File: src/rtl/serial_arith_pkg.sv
// Shared definitions for the bit-serial arithmetic cells: FSM state encodings
// and a constant-evaluable ceiling-log2 used to size counters.
package serial_arith_pkg;

    typedef enum logic [1:0] {
        ST_IDLE  = 2'd0,
        ST_SHIFT = 2'd1,
        ST_DONE  = 2'd2
    } state_e;

    function automatic int clog2(input int value);
        int r;
        r = 0;
        for (int i = 0; i < 32; i++) begin
            if ((64'd1 << r) < 64'(value)) begin
                r = r + 1;
            end
        end
        return r;
    endfunction

endpackage

File: src/rtl/full_subtractor.sv
// One-bit full subtractor cell: d = x - y - bin, bout set when the bit
// position has to borrow from the next more significant bit.
module full_subtractor (
    input  logic x,
    input  logic y,
    input  logic bin,
    output logic d,
    output logic bout
);

    assign d    = x ^ y ^ bin;
    assign bout = (~x & y) | (~(x ^ y) & bin);

endmodule

File: src/rtl/serial_subtractor.sv
// Bit-serial unsigned subtractor: a - b processed LSB-first through one
// full_subtractor cell, with a start/busy/done handshake.
module serial_subtractor
    import serial_arith_pkg::*;
#(
    parameter int WIDTH = 8
) (
    input  logic             clk,
    input  logic             rst,
    input  logic             start,
    input  logic [WIDTH-1:0] a,
    input  logic [WIDTH-1:0] b,
    output logic             busy,
    output logic             done,
    output logic [WIDTH-1:0] diff,
    output logic             borrow
);

    localparam int CW = (clog2(WIDTH) < 1) ? 1 : clog2(WIDTH);

    state_e           state_q, state_d;
    logic [WIDTH-1:0] ra_q, ra_d;
    logic [WIDTH-1:0] rb_q, rb_d;
    logic [WIDTH-1:0] res_q, res_d;
    logic [CW-1:0]    cnt_q, cnt_d;
    logic             bw_q, bw_d;
    logic [WIDTH-1:0] diff_q, diff_d;
    logic             borrow_q, borrow_d;
    logic             fs_d, fs_bout;

    full_subtractor u_fs (
        .x    (ra_q[0]),
        .y    (rb_q[0]),
        .bin  (bw_q),
        .d    (fs_d),
        .bout (fs_bout)
    );

    always_comb begin
        state_d  = state_q;
        ra_d     = ra_q;
        rb_d     = rb_q;
        res_d    = res_q;
        cnt_d    = cnt_q;
        bw_d     = bw_q;
        diff_d   = diff_q;
        borrow_d = borrow_q;
        case (state_q)
            ST_IDLE: begin
                if (start) begin
                    state_d = ST_SHIFT;
                    ra_d    = a;
                    rb_d    = b;
                    res_d   = '0;
                    bw_d    = 1'b0;
                    cnt_d   = '0;
                end
            end
            ST_SHIFT: begin
                ra_d             = ra_q >> 1;
                rb_d             = rb_q >> 1;
                // New bit enters at the MSB so bit i lands at index i after WIDTH shifts.
                res_d            = res_q >> 1;
                res_d[WIDTH-1]   = fs_d;
                bw_d             = fs_bout;
                cnt_d            = cnt_q + CW'(1);
                if (cnt_q == CW'(WIDTH - 1)) begin
                    state_d  = ST_DONE;
                    diff_d   = res_d;
                    borrow_d = fs_bout;
                end
            end
            ST_DONE: begin
                state_d = ST_IDLE;
            end
            default: begin
                state_d = ST_IDLE;
            end
        endcase
    end

    always_ff @(posedge clk) begin
        if (rst) begin
            state_q  <= ST_IDLE;
            ra_q     <= '0;
            rb_q     <= '0;
            res_q    <= '0;
            cnt_q    <= '0;
            bw_q     <= 1'b0;
            diff_q   <= '0;
            borrow_q <= 1'b0;
        end else begin
            state_q  <= state_d;
            ra_q     <= ra_d;
            rb_q     <= rb_d;
            res_q    <= res_d;
            cnt_q    <= cnt_d;
            bw_q     <= bw_d;
            diff_q   <= diff_d;
            borrow_q <= borrow_d;
        end
    end

    assign busy   = (state_q != ST_IDLE);
    assign done   = (state_q == ST_DONE);
    assign diff   = diff_q;
    assign borrow = borrow_q;

endmodule

File: config.mk
export PLATFORM = sky130hd
export DESIGN_NAME = serial_subtractor
export DESIGN_NICKNAME = d
export VERILOG_FILES = /design/src/rtl/serial_arith_pkg.sv /design/src/rtl/full_subtractor.sv /design/src/rtl/serial_subtractor.sv
export SDC_FILE = /design/constraint.sdc
export NUM_CORES = 1
export LEC_CHECK = 0
export ABC_AREA = 1
export CAP_MARGIN = 40
export CORE_ASPECT_RATIO = 2
export CORE_MARGIN = 2
export CORE_UTILIZATION = 58
export CTS_BUF_LIST = sky130_fd_sc_hd__clkbuf_8
export DETAILED_ROUTE_END_ITERATION = 8
export PLACE_DENSITY = 0.87
export SETUP_SLACK_MARGIN = 0.2
export SYNTH_ARGS = -nofsm -noshare
export SYNTH_HDL_FRONTEND = slang
export SYNTH_HIERARCHICAL = 1
export SYNTH_SLANG_ARGS = --single-unit
File: constraint.sdc
create_clock -name clk -period 1.8 [get_ports clk]
set_input_delay 0.18 -clock clk [delete_from_list [all_inputs] [get_ports clk]]
set_output_delay 0.18 -clock clk [all_outputs]
set_load 0.005 [all_outputs]
==> impl_metrics.yaml, run 1 <==
status:
  outcome: "complete, no violations"
hold_path:
  hold-path-cell-count: 2
  hold_class: "reg2reg"
global_routing:
  grt_use_met3: 0.0584
  grtUsageMet2: 0.462
  gr-total-overflow: 0
  antenna_found_initial: 0
  grt_pass1_vias: 1506
  grt_pass1_wl_um: 6130
  grt_use_met1: 0.217
  grt.busiest_layer: "met2"
  gr-usage-all-layers: 0.235
  grt_max_degree: 23
critical_path:
  start_kind: "flip-flop"
  critPathMaxFanout: 3
  end_kind: "primary output"
  required_ns: 1.62
  ff2ff_path_depth: 8
  regToRegSetupSlack_ns: 0.48
  path_class: "reg2out"
  cp.arrival_ns: 1.32
pwr:
  p_leak_uw: 0.00101
  p_per_area_nw_per_um2: 827
  ir_drop_uv: 681
  fin_total_pwr_uw: 1740
clock_network:
  numClockSinks: 38
  postCtsSetupBuffers: 0
  cts_tree: "yes"
  numCtsBuffers: 5
  path_clk_slew_ns: 0.07
  htreeDepth: 2
  clk_latency_ns: 0.29
  clockRootBuffer: "clkbuf_8"
  holdBufCountCts: 0
  clockBufferDepth: 2
final_layout:
  layout-drive-gt1-share: 0.0810
  fin_util: 0.762
  nNetsFinal: 305
  fin_area_um2: 2110
  fin_cells: 313
  diodes: 0
  area_growth_pct: 24.2
synthesis:
  yosysMostFrequentCell: "nand2_1"
  synth_area_leaders: "dfxtp_1 45%, nand2_1 21%, inv_1 8.0%, a21oi_1 7.7%, nor2_1 4.6%"
  synth_edf_count: 0
  synth_seq_cells: 38
  yosysTopAreaCell: "dfxtp_1"
  yosysSeqAreaShare: 0.448
  synth_cell_type_count: 18
  yosys_warnings: 6
  syn_inst: 251
  synth_fp_nets: 273
  synth_area_um2: 1700
  ys.flop_type: "dfxtp_1"
  async_flop_share: 0
  synth_common_cells: "97 x nand2_1, 38 x dfxtp_1, 36 x inv_1"
  synth_top_area_frac: 0.448
  syn_avg_cell_area_um2: 6.76
timing:
  drv_slew: 0
  fin_crit_ns: 1.50
  slew_headroom: 0.767
  setup-tns-final_ns: 0
  skew_ns: 0.00866
  report.final.hold_viol_count: 0
  max_freq_mhz: 668
  setup_violations: 0
  tightestPinTransition_ns: 0.348
  rsz0062_at_grt: "no"
  fin_crit_sh: 0.831
route:
  antenna_left: 0
  drc: 0
  dr_total_vias: 1552
  finalWirelength_um: 3570
  drtIter0Drc: 17
  wl_per_cell_um: 11.4
  vias_per_cell: 4.96
  dr.pass1.iters: 4
die:
  core_area_um2: 2770
  die_y_um: 80.5
  start_util: 0.613
  fp.dieW_um: 42.3
  num_rows: 27
  ioPinCount: 30
  dieArea_um2: 3400
placed_design:
  placedCellCount: 305
  io_buffers: 29
  place_congestion: 0.807
  placed_area_um2: 2010
  hpwl_um: 2580
run:
  maxCapViolations: 0
==> critical path: stages (launching register included) <==
cell and delay (ns):
dfxtp_1 0.41, nor2_2 0.08, inv_1 0.05, clkdlybuf4s50_1 0.49
==> final timing paths <==
kind         startpoint       to
min reg2reg     diff[4]  diff[4]
max          state_q[1]     busy
min             diff[4]  diff[4]
max reg2reg    cnt_q[0]  diff[4]
==> metal layers <==
| layer | share of wire | up-vias |
|---|---|---|
| li1 | - | 808 |
| met1 | 0.39 | 709 |
| met2 | 0.55 | 28 |
| met3 | 0.041 | 7 |
| met4 | 0.021 | 0 |
| met5 | 0 | - |
==> final cells by class <==
type	instances	area, µm²
tap	29	36.3
inverter	40	150
fill	222	661
sequential	38	764
multi-input combinational	162	709
clock buffer	6	82.6
timing repair buffer	36	354
clock inverter	2	12.5
==> cells by family after synthesis <==
kind of cell,Yosys count,share of synthesized area
flip-flops,38,0.448
adder cells (fa/ha/maj),3,0.0265
AND/OR/NAND/NOR,130,0.298
AO/OA/AOI/OAI,29,0.0921
buffers and inverters,51,0.136
==> cells in the final DEF, fill, tap and decap left out <==
cell             synthesis  layout
a21oi_1                 26      26
buf_12                   0       1
buf_4                    4       6
clkbuf_8                 0       6
clkdlybuf4s50_1          0      28
clkinv_1                 1       1
clkinv_2                 0       1
clkinvlp_4               0       1
dfxtp_1                 38      37
dfxtp_4                  0       1
dlygate4sd2_1            0       1
fa_1                     1       1
ha_1                     2       2
inv_1                   36      36
inv_2                    3       3
nand2_1                 97      97
nand2_2                  1       1
nand3_1                 10      10
nor2_1                  21      20
nor2_2                   1       2
o21ai_0                  2       2
o21ai_4                  1       1
==> flip-flops by register name, summed over array words and instances, names as in the netlist <==
name / cells
diff: 8
ra_q: 8
rb_q: 8
res_q: 7
cnt_q: 3
state_q: 2
borrow: 1
bw_q: 1
==> timing repair <==
| item | 4_1_cts | 5_1_grt |
|---|---|---|
| gates cloned | 0 | 0 |
| gates resized for setup | 3 | 1 |
| endpoints found under the setup margin | 2 | 1 |
==> stage by stage <==
step                setup WS (ns)  hold WS, ns
global placement            0.355        0.448
global route                0.221        0.483
floorplan                   0.672        0.249
detailed placement          0.298        0.455
CTS                         0.282        0.471
finish                      0.303        0.468
==> power breakdown <==
group | internal (µW) | switching (µW) | total [µW]
Clock | 308 | 298 | 606
Sequential | 879 | 17.4 | 897
Combinational | 110 | 132 | 241
Note: power is estimated with default switching activity, not from simulation.
==> inputs of run 2 (changes only) <==
--- a/config.mk
+++ b/config.mk
@@ -9,10 +9,10 @@
 export CAP_MARGIN = 40
 export CORE_ASPECT_RATIO = 2
 export CORE_MARGIN = 2
-export CORE_UTILIZATION = 58
+export CORE_UTILIZATION = 49
 export CTS_BUF_LIST = sky130_fd_sc_hd__clkbuf_8
 export DETAILED_ROUTE_END_ITERATION = 8
-export PLACE_DENSITY = 0.87
+export PLACE_DENSITY = 0.78
 export SETUP_SLACK_MARGIN = 0.2
 export SYNTH_ARGS = -nofsm -noshare
 export SYNTH_HDL_FRONTEND = slang
==> constraint.sdc (replaced) <==
create_clock -name clk -period 1.3 [get_ports clk]
set_input_delay 0.13 -clock clk [delete_from_list [all_inputs] [get_ports clk]]
set_output_delay 0.13 -clock clk [all_outputs]
set_load 0.005 [all_outputs]
==> run 2 against run 1 <==
  * The flow now finishes with violations (negative setup slack)
  * Power rose by 58%
  * Combinational power rose to 2.7 times the previous value
  * Count of clock-buffer cells in the layout unchanged
  * Clock skew is 0.0031 ns lower
  * Utilization rose by 8.7 points
  * Global-route usage grew 3.2 points
  * Flip-flop and latch count unchanged
  * Setup slack worse by 0.32 ns
  * Final cell count rose by 9.9%
  * Worst hold slack worse by 0.026 ns
  * Sequential share of layout area decreased by 8.8 points
  * Largest cell class is now multi-input combinational cells
  * Largest power group unchanged
==> impl_metrics.yaml, run 2 (synthesized netlist as in run 1, its figures left out) <==
clock_network:
  path_clk_slew_ns: 0.08
  clockRootBuffer: "clkbuf_8"
  numClockSinks: 38
  htreeDepth: 2
  clockBufferDepth: 2
  clk_latency_ns: 0.29
  numCtsBuffers: 5
  cts_tree: "yes"
placed_design:
  io_buffers: 29
  place_congestion: 0.807
  placed_area_um2: 2090
  hpwl_um: 2520
die:
  die_y_um: 87.2
  fp.dieW_um: 45.6
  dieArea_um2: 3980
  start_util: 0.508
  core_area_um2: 3340
  num_rows: 30
  ioPinCount: 30
critical_path:
  start_kind: "flip-flop"
  critPathMaxFanout: 6
  end_kind: "flip-flop"
  cp.arrival_ns: 1.55
  path_class: "reg2reg"
  required_ns: 1.53
route:
  dr_total_vias: 1882
  vias_per_cell: 5.47
  drc: 0
  finalWirelength_um: 6290
  wl_per_cell_um: 18.3
  antenna_left: 0
  dr.pass1.iters: 5
  drtIter0Drc: 70
timing:
  max_freq_mhz: 762
  skew_ns: 0.00558
  fin_crit_sh: 1.01
  slew_headroom: 0.847
  whs_ns: 0.442
  tightestPinTransition_ns: 0.229
  fin_crit_ns: 1.31
  fin_ws_ns: -0.0132
  report.final.hold_viol_count: 0
  setup_violations: 6
  rsz0062_at_grt: "yes"
  drv_slew: 0
hold_path:
  hold_class: "in2reg"
final_layout:
  diodes: 0
  nNetsFinal: 333
  final_common_cell: "nand2_1"
  fin_area_um2: 2830
  layout-drive-gt1-share: 0.407
  area_growth_pct: 66.9
  n_fill_cell: 177
  final_cell_mix: "56 x nand2_1, 34 x inv_1, 30 x dfxtp_1, 24 x nand2_2"
pwr:
  p_per_area_nw_per_um2: 969
  p_leak_uw: 0.00139
  ir_drop_uv: 988
status:
  violations: "negative setup slack"
  outcome: "finished with violations"
global_routing:
  gr-usage-all-layers: 0.267
  grt_pass1_wl_um: 7600
  gr-total-overflow: 0
  grt_max_degree: 19
  grt_pass1_vias: 1689
  antenna_found_initial: 0
run:
  maxCapViolations: 0
[run 2: cell count changes in the layout (fill, tap and decap cells not counted), moves of 10 or more]
cell | previous run | this run
nand2_1 | 97 | 56
nand2_2 | 1 | 24
nand2_4 | 0 | 18
a21oi_1 | 26 | 11
a21oi_2 | 0 | 14
buf_6 | 0 | 12
clkdlybuf4s50_1 | 28 | 18
[run 2: area by class of cell]
| type | count | area (µm²) | area share |
|---|---|---|---|
| Tap cell | 32 | 40.0 | 0.0141 |
| Clock inverter | 2 | 8.76 | 0.00309 |
| Timing Repair inverter | 1 | 7.51 | 0.00265 |
| Clock buffer | 6 | 82.6 | 0.0291 |
| Multi-Input combinational cell | 163 | 1050 | 0.372 |
| Timing Repair Buffer | 62 | 698 | 0.246 |
| Inverter | 40 | 165 | 0.0583 |
| Sequential cell | 38 | 778 | 0.275 |
[run 2: path summary, 6_finish.rpt]
check | startpoint | end | slack [ns] | cells past startpoint
max | state_q[0] | diff[2] | -0.01 | 9
min | b[7] | rb_q[7] | 0.44 | 3
max reg2reg | state_q[0] | diff[2] | -0.01 | 9
min reg2reg | diff[3] | diff[3] | 0.47 | 2
[run 2: metal layers]
| metal | share of wire | global-route usage |
|---|---|---|
| met1 | 0.34 | 0.264 |
| met2 | 0.58 | 0.492 |
| met3 | 0.041 | 0.0539 |
| met4 | 0.042 | 0.128 |
| met5 | 0 | 0 |
[run 2: power breakdown]
group	internal [µW]	leakage, µW	total [µW]	switching (µW)
Combinational	303	0.00103	651	348
Sequential	1220	0.000315	1250	32.3
Clock	420	0.0000524	847	426
[run 2: worst max-delay path: stages, from the launching register on]
cell and delay (ns):
dfxtp_4 0.37, buf_6 0.12, buf_6 0.13, nand2_4 0.07
nor2_4 0.18, nand2_4 0.09, buf_6 0.14, inv_8 0.07
nand2_2 0.05, nand2_2 0.05
[run 2: per-stage QoR]
stage	cells	total power, µW	util	setup WS (ns)	TNS (ns)
2_1_floorplan	251	1490	-	0.203	0
3_3_place_gp	312	1610	0.626	-0.00921	-0.0101
3_5_place_dp	312	1620	0.626	-0.0215	-0.115
4_1_cts	335	2550	0.745	0.0405	0
5_1_grt	344	2830	0.848	-0.0504	-0.324
6_report	344	2750	0.848	-0.0132	-0.0442
[run 2: repair_timing]
| action | CTS | global route |
|---|---|---|
| cloned | 5 | 3 |
| buffers inserted | 10 | 6 |
| pin swaps | 10 | 24 |
| endpoints found under the setup margin | 48 | 41 |
| hold buffers | 0 | 0 |
| hold endpoints to repair | 0 | 0 |
| resized for setup | 64 | 74 |
==> inputs of run 3 (changes only) <==
--- a/config.mk
+++ b/config.mk
@@ -9,10 +9,10 @@
 export CAP_MARGIN = 40
 export CORE_ASPECT_RATIO = 2
 export CORE_MARGIN = 2
-export CORE_UTILIZATION = 49
+export CORE_UTILIZATION = 54
 export CTS_BUF_LIST = sky130_fd_sc_hd__clkbuf_8
 export DETAILED_ROUTE_END_ITERATION = 8
-export PLACE_DENSITY = 0.78
+export PLACE_DENSITY = 0.82
 export SETUP_SLACK_MARGIN = 0.2
 export SYNTH_ARGS = -nofsm -noshare
 export SYNTH_HDL_FRONTEND = slang
==> constraint.sdc (replaced) <==
create_clock -name clk -period 1.29 [get_ports clk]
set_input_delay 0.129 -clock clk [delete_from_list [all_inputs] [get_ports clk]]
set_output_delay 0.129 -clock clk [all_outputs]
set_load 0.005 [all_outputs]
==> run 3 against run 2 <==
  * The flow still finishes with violations (negative setup slack)
  * Sequential share of layout area up 3.6 points
  * Setup slack lost 0.011 ns
  * Worst hold slack improved by 0.011 ns
  * Combinational power fell by 23%
  * Fmax about the same
  * Non-clock buffer count decreased by 12
  * Highest routed layer unchanged
==> impl_metrics.yaml, run 3 (synthesized netlist as in run 1, its figures left out) <==
status:
  outcome: "finished with violations"
  violations: "negative setup slack"
global_routing:
  gr-usage-all-layers: 0.256
  gr-total-overflow: 0
  grt_pass1_vias: 1654
  grtUsageMet2: 0.472
  grt.busiest_layer: "met2"
  grt_use_met1: 0.246
  grt_use_met3: 0.0500
  grt_pass1_wl_um: 7040
  antenna_found_initial: 0
  grt_max_degree: 19
hold_path:
  hp-start: "b[7]"
  hold_class: "in2reg"
  hold_end: "rb_q[7]"
  hold-path-cell-count: 3
final_layout:
  layout-drive-gt1-share: 0.311
  area_growth_pct: 46.6
  final_cell_mix: "73 x nand2_1, 34 x inv_1, 32 x dfxtp_1, 18 x clkdlybuf4s50_1, 17 x nand2_2"
  fin_cells: 329
  final_common_cell: "nand2_1"
  fin_area_um2: 2490
  diodes: 0
  fin_util: 0.836
  nNetsFinal: 320
  n_fill_cell: 166
timing:
  fin_crit_sh: 1.02
  report.final.hold_viol_count: 0
  tightestPinTransition_ns: 0.239
  rsz0062_at_grt: "yes"
  fin_ws_ns: -0.0240
  whs_ns: 0.453
  fin_crit_ns: 1.31
  setup-tns-final_ns: -0.0361
  slew_headroom: 0.839
  setup_violations: 2
  skew_ns: 0.00518
  max_freq_mhz: 761
  drv_slew: 0
pwr:
  ir_drop_uv: 1380
  p_seq_frac: 0.483
  p_sw_frac: 0.279
  pwr-share-comb: 0.193
  power_switching_uw: 727
  internal-power_uw: 1880
  p_leak_uw: 0.00121
  p_clk_frac: 0.324
  p_per_area_nw_per_um2: 1050
route:
  vias_per_cell: 5.22
  finalWirelength_um: 4990
  dr.pass1.iters: 4
  antenna_left: 0
  wl_per_cell_um: 15.2
  drtIter0Drc: 51
  drc: 0
  dr_total_vias: 1717
critical_path:
  cp.arrival_ns: 1.53
  r2r-start: "state_q[0]"
  required_ns: 1.51
  path_class: "reg2reg"
  critPathMaxFanout: 7
  end_kind: "flip-flop"
  worstReg2RegEnd: "res_q[3]"
  regToRegSetupSlack_ns: -0.02
  ff2ff_path_depth: 7
  start_kind: "flip-flop"
placed_design:
  placedCellCount: 311
  hpwl_um: 2570
  place_congestion: 0.767
  io_buffers: 29
  placed_area_um2: 2070
clock_network:
  cts_tree: "yes"
  clockRootBuffer: "clkbuf_8"
  holdBufCountCts: 0
  clockBufferDepth: 2
  numCtsBuffers: 5
  htreeDepth: 2
  path_clk_slew_ns: 0.07
  clk_latency_ns: 0.30
  numClockSinks: 38
die:
  fp.dieW_um: 43.7
  ioPinCount: 30
  core_area_um2: 2980
  num_rows: 28
  die_y_um: 83.3
  start_util: 0.570
  dieArea_um2: 3640
run:
  maxCapViolations: 0
[run 3: cell count changes in the layout (fill, tap and decap cells not counted), moves of 2 or more]
cell | previous run | this run
nand2_2 | 24 | 17
buf_4 | 13 | 11
buf_6 | 12 | 5
nand2_4 | 18 | 7
buf_8 | 0 | 4
buf_12 | 3 | 1
nor2_1 | 13 | 15
clkbuf_16 | 2 | 0
nand2_1 | 56 | 73
dfxtp_1 | 30 | 32
buf_16 | 3 | 0
[run 3: timing repair]
action                     4_1_cts  5_1_grt
setup buffers                    2        4
gates cloned                     4        0
pin swaps                        8       11
setup endpoints to repair       48       40
resized for setup               47       53
[run 3: worst max-delay path, cell delays in order, from the launching register on]
cell	delay (ns)
dfxtp_4	0.35
buf_6	0.13
buf_6	0.11
o21ai_4	0.13
buf_12	0.15
buf_6	0.13
nand2_1	0.07
a21oi_1	0.16
[run 3: metrics by stage]
stage	worst slack, ns	total power, µW
final	-0.0240	2600
after CTS	0.0541	2500
after detailed placement	0.00901	1620
after global routing	-0.0408	2700
after global placement	0.0523	1610
after floorplan	0.193	1510
[run 3: per-layer routing]
layer,share of wire,vias up
met3,0.039,19
met4,0.040,0
met2,0.55,59
li1,-,839
met1,0.37,800
met5,0,-
[run 3: worst max path at each step]
stage / from / to / slack [ns] / depth (start not counted)
after floorplan: bw_q / res_q[7] / 0.19 / 4
after global placement: state_q[1] / cnt_q[0] / 0.05 / 5
after detailed placement: start / res_q[7] / 0.009 / 5
after CTS: state_q[0] / rb_q[5] / 0.05 / 8
after global routing: cnt_q[0] / borrow / -0.04 / 8
final: state_q[0] / res_q[3] / -0.02 / 7
[run 3: area by class of cell]
class	instances	area [µm²]	share of cell area
Clock buffer	6	82.6	0.0332
Tap cell	30	37.5	0.0151
Sequential cell	38	773	0.311
Timing Repair inverter	1	7.51	0.00302
Timing Repair Buffer	50	488	0.196
Clock inverter	2	8.76	0.00352
Multi-Input combinational cell	162	932	0.374
Inverter	40	160	0.0643
[run 3: power groups by stage]
stage / sequential (µW) / combinational (µW) / clock, µW
after floorplan: 1270 / 233 / 0
after global placement: 1280 / 335 / 0
after detailed placement: 1280 / 342 / 0
after CTS: 1250 / 408 / 844
after global routing: 1260 / 548 / 894
final: 1260 / 504 / 844
==> RTL edit, RTL diff (flow settings as in run 2) <==
The parameter `WIDTH` goes from 8 to 12.
--- a/src/rtl/serial_subtractor.sv
+++ b/src/rtl/serial_subtractor.sv
@@ -5,3 +5,3 @@
 #(
-    parameter int WIDTH = 8
+    parameter int WIDTH = 12
 ) (
Interface: changed (resized a, b and diff); port bits go from 30 to 42. No check against the original RTL was run, so the function may have changed too.
==> RTL edit against run 2 <==
  * Critical path type unchanged
  * Setup slack better by 19 ps
  * Final area up 40%
  * Clock skew up 2.1 ps
  * Maximum frequency rose by 1.4%
  * Sequential cell count grew 17
  * Synthesized area grew 44%
  * Largest power group unchanged
  * First-iteration DRC count up 10%
  * Power grew 32%
  * Wire length increased by 27%
  * Die area increased by 41%
  * Count of clock-buffer cells in the layout decreased by 1
==> RTL edit: results (changes against run 2) <==
route:
  via_per_inst: 5.34  # was 5.47
  num_vias: 2619  # was 1882
  detailedRoute.firstPassIterationCount: 4  # was 5
  wl_per_cell_um: 16.3  # was 18.3 µm
  drt_iter0_markers: 77  # was 70
power:
  p_clk_share_pct: 26.3  # was 30.8%
  peakVddDrop_mv: 1.15  # was 0.988 mV
  power.net_switching_mw: 1.09  # was 0.807 mW
  power_frac_seq_pct: 50.1  # was 45.5%
  power.leakage_nw: 1.82  # was 1.39 nW
  report.power.total_mw: 3.63  # was 2.75 mW
global_routing:
  global_route_wire_length_before_repair_mm: 11.5  # was 7.60 mm
  gr_usage_total_pct: 27.3  # was 26.7%
  met3_usage_pct: 5.03  # was 5.39%
  grt_max_degree: 30  # was 19
  global_route.usage.met2_pct: 49.0  # was 49.2%
  grt.met1_usage_pct: 27.7  # was 26.4%
setup_path:
  arrival_time_worst_endpoint_ps: 1560
  worst_path_largest_cell_delay_ps: 390  # was 370 ps
  r2r_slack_ps: 6  # was -10 ps
  r2r_depth: 7  # was 9
  worstReg2RegEnd: "ra_q[3]"  # was diff[2]
  cp_max_fanout: 6  # unchanged
cells_and_area:
  finalNetCount: 461  # was 333
  drive_above_1_share_pct: 38.8  # was 40.7%
placement:
  placement.io_buffers: 41  # was 29
  dpl.hpwl_mm: 3.57  # was 2.52 mm
  routabilityCongestion: 0.806  # was 0.807
timing:
  clock-skew-final_ps: 7.64  # was 5.58 ps
  worst_pin_slew_ps: 276  # was 229 ps
min_path:
  hold-path-endpoint: "ra_q[11]"  # was rb_q[7]
  hold_path.startpoint: "a[11]"  # was b[7]
outcome:
  status: "finished, final reports clean"  # was finished with violations
clock_network:
  cts.clk_slew.worst_paths_ps: 100  # was 80 ps
  worstSkewPairLatency_ps: 320  # was 290 ps
logic_synthesis:
  postSynthNetCount: 389  # was 273
  post_synth.cell_area_avg_um2: 6.80  # was 6.76 µm²
  synth.distinct_cells: 24  # was 18
  cell_types_with_the_highest_counts_after_synthesis: "nand2_1, dfxtp_1, inv_1"  # unchanged
  netlist_top_cells_area: "dfxtp_1, nand2_1, inv_1, nor2_1, nand3_1"  # was dfxtp_1, nand2_1, inv_1, a21oi_1, nor2_1
  ys_seq_area_share_pct: 45.0  # was 44.8%
-- RTL edit: worst max-delay path, delay by kind of cell (launching register included) --
family / cells / cell delay [ps]
AND/OR/NAND/NOR: 4 / 460
flip-flops: 1 / 390
buffers and inverters: 3 / 370
-- RTL edit: kinds of logic after synthesis --
| group | synth area share [%] |
|---|---|
| DFF | 45.0 |
| AOI/OAI and AO/OA | 10.4 |
| buffers and inverters | 12.7 |
| and+or+nand+nor | 30.6 |
| adders and majority gates | 1.33 |
-- RTL edit: final cells by class --
cell class	count	area, µm²
repair buffers	80	936
well taps	57	71.3
clock inverters	3	15.0
repair inverters	1	7.51
flip-flops and latches	55	1130
multi-input cells	232	1510
fillers	256	887
inverters	57	235
clock buffers	5	68.8
-- RTL edit: timing repair --
action | in CTS | in global routing
endpoints found under the setup margin | 69 | 56
gates cloned | 7 | 0
buffers inserted | 15 | 4
pin swaps | 28 | 36
resized for setup | 126 | 85
-- RTL edit: through the flow --
stage	cell area (µm²)	worst slack, ps	hold WS [ps]
5_1_grt	3980	-46.0	388
3_3_place_gp	3030	-35.5	436
6_report	3980	5.58	361
2_1_floorplan	2490	183	273
3_5_place_dp	3030	-53.9	443
4_1_cts	3660	36.4	363
-- RTL edit: metal layers --
layer / wire length [µm] / up-vias
met5: 0 / -
met4: 409 / 0
met3: 347 / 36
met2: 4540 / 104
met1: 2700 / 1233
li1: - / 1246
-- RTL edit: how the worst max path moves through the flow --
stage	slack (ps)	cells after the start	to
floorplan	180	6	diff[11]
global route	-50	7	ra_q[3]
CTS	40	3	done
global placement	-40	6	ra_q[9]
detailed placement	-50	6	ra_q[8]
finish	6	7	ra_q[3]
